$ cat src/rtl/demux_sequencer.sv
// Break-before-make channel sequencer for the 1-of-8 echo demux.
// Define DEMUX_SEQ_REPEAT_EN for continuous sweeping until abort.
module demux_sequencer #(
  parameter int NUM_CH     = 8,
  parameter int CNT_W      = 8,
  parameter int SETTLE_CYC = 2
) (
  input  logic              clk_i,
  input  logic              rst_i,
  input  logic              start_i,
  input  logic              abort_i,
  input  logic [NUM_CH-1:0] chan_mask_i,
  input  logic [CNT_W-1:0]  samples_per_ch_i,
  input  logic              sample_valid_i,
  output logic [3:0]        choice_o,
  output logic              route_en_o,
  output logic [CNT_W-1:0]  sample_cnt_o,
  output logic              busy_o,
  output logic              done_o
);

  localparam int PW = $clog2(NUM_CH + 1);
  localparam int SW = (SETTLE_CYC > 1) ? $clog2(SETTLE_CYC) : 1;

  typedef enum logic [2:0] {
    S_IDLE, S_SELECT, S_SETTLE, S_ROUTE, S_DONE
  } state_t;

  state_t            state_q, state_d;
  logic [NUM_CH-1:0] mask_q, mask_d;
  logic [CNT_W-1:0]  lim_q, lim_d;
  logic [PW-1:0]     ptr_q, ptr_d;
  logic [3:0]        choice_q, choice_d;
  logic [CNT_W-1:0]  cnt_q, cnt_d;
  logic [SW-1:0]     set_q, set_d;
  logic              done_q, done_d;
  logic [NUM_CH-1:0] en_m;
  logic [PW:0]       hit;

  // {found, index} of the lowest enabled channel at or above from
  function automatic logic [PW:0] find_ch(
    input logic [NUM_CH-1:0] m,
    input logic [PW-1:0]     from
  );
    logic [PW:0] r;
    r = '0;
    for (int k = NUM_CH - 1; k >= 0; k--)
      if (m[k] && (k >= int'(from)))
        r = {1'b1, PW'(k)};
    return r;
  endfunction

  assign en_m = (lim_q != '0) ? mask_q : '0;
  assign hit  = find_ch(en_m, ptr_q);

`ifdef DEMUX_SEQ_REPEAT_EN
  logic [PW:0] wrap;
  assign wrap = find_ch(en_m, '0);
`endif

  always_comb begin
    state_d  = state_q;
    mask_d   = mask_q;
    lim_d    = lim_q;
    ptr_d    = ptr_q;
    choice_d = choice_q;
    cnt_d    = cnt_q;
    set_d    = set_q;
    done_d   = 1'b0;
    if (abort_i) begin
      state_d  = S_IDLE;
      choice_d = '0;
      cnt_d    = '0;
    end else begin
      unique case (state_q)
        S_IDLE: begin
          if (start_i) begin
            state_d = S_SELECT;
            mask_d  = chan_mask_i;
            lim_d   = samples_per_ch_i;
            ptr_d   = '0;
          end
        end
        S_SELECT: begin
          if (hit[PW]) begin
            choice_d = 4'(hit[PW-1:0]) + 4'd1;
            ptr_d    = hit[PW-1:0] + 1'b1;
            cnt_d    = '0;
            set_d    = '0;
            state_d  = (SETTLE_CYC == 0) ? S_ROUTE : S_SETTLE;
`ifdef DEMUX_SEQ_REPEAT_EN
          end else if (wrap[PW]) begin
            choice_d = 4'(wrap[PW-1:0]) + 4'd1;
            ptr_d    = wrap[PW-1:0] + 1'b1;
            cnt_d    = '0;
            set_d    = '0;
            state_d  = (SETTLE_CYC == 0) ? S_ROUTE : S_SETTLE;
`endif
          end else begin
            state_d = S_DONE;
          end
        end
        S_SETTLE: begin
          if (int'(set_q) == SETTLE_CYC - 1)
            state_d = S_ROUTE;
          else
            set_d = set_q + 1'b1;
        end
        S_ROUTE: begin
          if (sample_valid_i) begin
            cnt_d = cnt_q + 1'b1;
            if (cnt_q == lim_q - 1'b1) begin
              state_d  = S_SELECT;
              choice_d = '0;
`ifdef DEMUX_SEQ_REPEAT_EN
              // pulse lands on the SELECT cycle that wraps
              done_d = !hit[PW];
`endif
            end
          end
        end
        S_DONE:  state_d = S_IDLE;
        default: state_d = S_IDLE;
      endcase
    end
    done_d = done_d | (state_d == S_DONE);
  end

  always_ff @(posedge clk_i) begin
    if (rst_i) begin
      state_q  <= S_IDLE;
      mask_q   <= '0;
      lim_q    <= '0;
      ptr_q    <= '0;
      choice_q <= '0;
      cnt_q    <= '0;
      set_q    <= '0;
      done_q   <= 1'b0;
    end else begin
      state_q  <= state_d;
      mask_q   <= mask_d;
      lim_q    <= lim_d;
      ptr_q    <= ptr_d;
      choice_q <= choice_d;
      cnt_q    <= cnt_d;
      set_q    <= set_d;
      done_q   <= done_d;
    end
  end

  assign choice_o     = choice_q;
  assign route_en_o   = (state_q == S_ROUTE);
  assign sample_cnt_o = cnt_q;
  assign busy_o       = (state_q != S_IDLE);
  assign done_o       = done_q;

endmodule

$ cat config.mk
export PLATFORM = sky130hd
export DESIGN_NAME = demux_sequencer
export DESIGN_NICKNAME = d
export VERILOG_FILES = /design/src/rtl/demux_sequencer.sv
export SDC_FILE = /design/constraint.sdc
export NUM_CORES = 1
export LEC_CHECK = 0
export ABC_CLOCK_PERIOD_IN_PS = 2500
export BUFFER_PORTS_ARGS = -buffer_cell sky130_fd_sc_hd__clkbuf_2
export CAP_MARGIN = 20
export CORE_ASPECT_RATIO = 0.6
export CORE_MARGIN = 8
export CORE_UTILIZATION = 30
export DETAILED_ROUTE_END_ITERATION = 8
export GPL_TIMING_DRIVEN = 0
export PLACE_DENSITY = 0.5
export SLEW_MARGIN = 20
export SYNTH_ARGS = -nofsm -noshare
export SYNTH_HDL_FRONTEND = slang
export SYNTH_SLANG_ARGS = --single-unit
$ cat constraint.sdc
create_clock -name clk_i -period 2.5 [get_ports clk_i]
set_input_delay 0.5 -clock clk_i [delete_from_list [all_inputs] [get_ports clk_i]]
set_output_delay 0.5 -clock clk_i [all_outputs]
set_load 0.005 [all_outputs]
==> impl_metrics.csv <==
group,metric,value,unit
outcome,status,"completed",
floorplan,chipHeight,79.83,µm
clock_tree,ctsResizeCount,0,
timing,setup_ws,339.7,ps
yosys,synth_common_cells,"nand2_1, dfxtp_1, a21oi_1",
power,power_switching,0.3892,mW
setup_path,critPathKind,"reg2reg",
grt,grt_pass1_vias,1777,
hold_path,hold_path.class,"in2reg",
clock_tree,clock-root-buffer,"clkbuf_16",
route,detailedRoute.firstPassIterationCount,4,
yosys,synth-compound-area-share,20.09,%
route,drt_iter0_markers,105,
yosys,async_flop_share,0,%
finish,fin_nets,318,
power,combPwrFrac,12.3,%
floorplan,dieWidth,122.4,µm
clock_tree,path_clk_slew,60,ps
setup_path,start_kind,"flop",
placed_design,dp_hpwl,4393,µm
clock_tree,clk_path_buf_depth,2,
finish,drive_gt1_share,22.11,%
placed_design,numPortBuffers,35,
hold_path,min_from,"chan_mask_i[4]",
yosys,synth_edf_count,0,
timing,relSlewSlack,61.63,%
yosys,synth.avg_cell_area,8.115,µm²
yosys,syn_nets,276,
clock_tree,cts_tree,"built",
floorplan,rows,23,
grt,grt_max_degree,14,
yosys,post-synth-top-count-cell,"nand2_1",
setup_path,rr_worst_depth,7,
floorplan,dieArea,9769,µm²
power,seqPwrFrac,37.6,%
clock_tree,cts-htree-levels,2,
setup_path,r2r_slack,340,ps
timing,rsz0062_at_grt,"false",
placed_design,pre_cts_slack,338.5,ps
grt,antenna_found_initial,0,
hold_path,min_to,"mask_q[4]",
finish,nFillCells,718,
setup_path,crit_buf_inv,1,
route,ant_nets,0,
grt,track_usage,11.67,%
yosys,yosys_register_bits,37,
hold_path,worstHoldPathCells,3,
grt,overflow,0,
finish,area_delta_synth_final,23.46,%
clock_tree,cts_hold_buf,0,
yosys,synth_xor_area_share,7.310,%
floorplan,ioPinCount,36,
clock_tree,cts_inserted_buffers,5,
yosys,syn_area,2037,µm²
timing,worst-slew-pin-transition,573.4,ps
timing,hold_viol_final,0,
setup_path,cpLargestDelayFamily,"compound AO/OA/AOI/OAI gates",
setup_path,required,2670,ps
setup_path,r2r-end,"sample_cnt_o[5]",
clock_tree,post_cts_buffers,0,
setup_path,slowest_stage,"dfxtp_1",
yosys,synth_top_family_by_area,"simple AND/OR/NAND/NOR gates",
setup_path,r2r_start,"lim_q[0]",
setup_path,max_stage_delay,430,ps
setup_path,arrival,2330,ps
timing,timing.hold.ws,433.6,ps
yosys,synthCells,251,
route,drc,0,
timing,setup_viol_count_final,0,
yosys,yosysWarnings,0,
run,cap_violations,0,
power,irDropWorstVdd,0.3905,mV
route,wl,5567,µm
finish,antennaDiodeCount,0,
route,dr_total_vias,1881,
power,p_sw_share,23.51,%
timing,skew,3.271,ps
timing,fmaxAchievable,462.9,MHz
power,intPower,1.267,mW
yosys,synthTopCellsByArea,"dfxtp_1, nand2_1, a21oi_1, xnor2_1, ha_1",
yosys,ys_types,52,
route,vias_per_cell,4.937,
clock_tree,insertion_delay,280,ps
setup_path,path_cells,"inv_1 -> ha_1 -> a31o_4 -> a21oi_1 -> nand2_1 -> nor3_1 -> mux2_4",
setup_path,critPathCaptureType,"flop",
timing,drv_slew,0,
yosys,synth_top_cell_area_share,36.36,%
power,clock_power_share,50.1,%
placed_design,routabilityCongestion,0.7823,
clock_tree,cts.sinks,37,
grt,grt_pass1_wl,9032,µm
power,powerDensity,658.4,nW/µm²
power,power.total,1.656,mW
timing,setup_tns,0,ps
yosys,synthAdderAreaFrac,2.457,%
yosys,synth-simple-area-share,27.64,%
yosys,yosysSeqAreaShare,36.36,%
timing,period_share,86.41,%
power,p_leak,0.9526,nW
yosys,yosys-mux-area-fraction,1.720,%
floorplan,start_util,30.78,%
timing,min_period,2160,ps
floorplan,core,6619,µm²
yosys,ys.flop_type,"dfxtp_1",
setup_path,crit_fanout,6,
route,wire_per_inst,14.61,µm
yosys,synth_top_area_cell,"dfxtp_1",
power groups by stage:
stage / logic (mW) / clock network, mW / registers [mW]
global route: 0.226 / 0.872 / 0.625
detailed placement: 0.203 / 0 / 0.635
global placement: 0.203 / 0 / 0.635
finish: 0.203 / 0.830 / 0.622
CTS: 0.205 / 0.845 / 0.622
floorplan: 0.147 / 0 / 0.630
layout by cell type, fill, tap and decap left out, types with 2 or more instances in the layout:
| master | synthesis | final |
|---|---|---|
| ha_1 | 4 | 4 |
| buf_4 | 2 | 2 |
| nand4b_1 | 2 | 2 |
| o22ai_1 | 2 | 2 |
| xor2_1 | 5 | 5 |
| clkbuf_1 | 8 | 8 |
| clkbuf_2 | 0 | 35 |
| nand3b_1 | 3 | 3 |
| clkbuf_16 | 0 | 5 |
| nor2_1 | 13 | 13 |
| nor3_2 | 2 | 2 |
| o21ai_0 | 6 | 6 |
| a21oi_1 | 30 | 30 |
| a22oi_1 | 2 | 2 |
| inv_1 | 8 | 8 |
| a21o_1 | 3 | 3 |
| nand4_1 | 4 | 4 |
| a211oi_1 | 2 | 2 |
| nor3_1 | 10 | 10 |
| nand2b_1 | 3 | 3 |
| and3_1 | 5 | 5 |
| o32ai_1 | 2 | 2 |
| xnor2_1 | 12 | 12 |
| o21bai_1 | 2 | 2 |
| nand2_1 | 46 | 46 |
| bufinv_16 | 0 | 2 |
| nand3_1 | 9 | 9 |
| nor3b_1 | 2 | 2 |
| mux2i_1 | 2 | 2 |
| dfxtp_1 | 37 | 37 |
layer usage:
layer | wire length (µm) | global-route usage [%] | vias to the layer above
met1 | 3091 | 17.44 | 868
met2 | 2097 | 15.59 | 44
met3 | 348 | 3.602 | 5
li1 | - | - | 964
met5 | 0 | 0 | -
met4 | 29 | 2.539 | 0
cell families after synthesis:
| group | after synthesis |
|---|---|
| AO/OA/AOI/OAI | 60 |
| XOR/XNOR | 17 |
| multiplexers | 3 |
| AND/OR/NAND/NOR | 110 |
| adder cells (fa/ha/maj) | 4 |
| buffers and inverters | 20 |
| flip-flops | 37 |
tightest hold or removal path: cells and delay by family:
family / cells / cell delay, ps
and+or+nand+nor: 1 / 40
AOI/OAI and AO/OA: 1 / 50
buffers and inverters: 1 / 80
state kept, by name (all words and copies together), names as in the netlist:
name          flops
done_o            1
set_q             1
lim_q             8
choice_o          4
ptr_q             4
sample_cnt_o      8
mask_q            8
state_q           3
cell type report:
class | instances | area, µm² | area share [%]
Sequential cell | 37 | 740.7 | 29.45
Clock buffer | 5 | 125.1 | 4.975
Timing Repair Buffer | 35 | 175.2 | 6.965
Tap cell | 87 | 108.9 | 4.328
Multi-Input combinational cell | 194 | 1206 | 47.96
Clock inverter | 3 | 68.82 | 2.736
Inverter | 9 | 33.78 | 1.343
Buffer | 11 | 56.30 | 2.239
worst max path at each step:
| stage | start | end | slack (ps) | cells past startpoint |
|---|---|---|---|---|
| after floorplan | lim_q[0] | sample_cnt_o[5] | 630 | 7 |
| after global placement | abort_i | mask_q[0] | 340 | 7 |
| after detailed placement | abort_i | mask_q[0] | 340 | 7 |
| after CTS | lim_q[0] | sample_cnt_o[5] | 330 | 7 |
| after global routing | lim_q[0] | choice_o[2] | 170 | 8 |
| final | lim_q[0] | sample_cnt_o[5] | 340 | 7 |
stage by stage:
| step | area [µm²] | utilization, % | instances |
|---|---|---|---|
| floorplan | 2037 | - | 251 |
| global placement | 2321 | 35.07 | 373 |
| detailed placement | 2321 | 35.07 | 373 |
| finish | 2515 | 38.00 | 381 |
| global route | 2515 | 38.00 | 381 |
| CTS | 2515 | 38.00 | 381 |
Note: power is estimated with default switching activity, not from simulation.
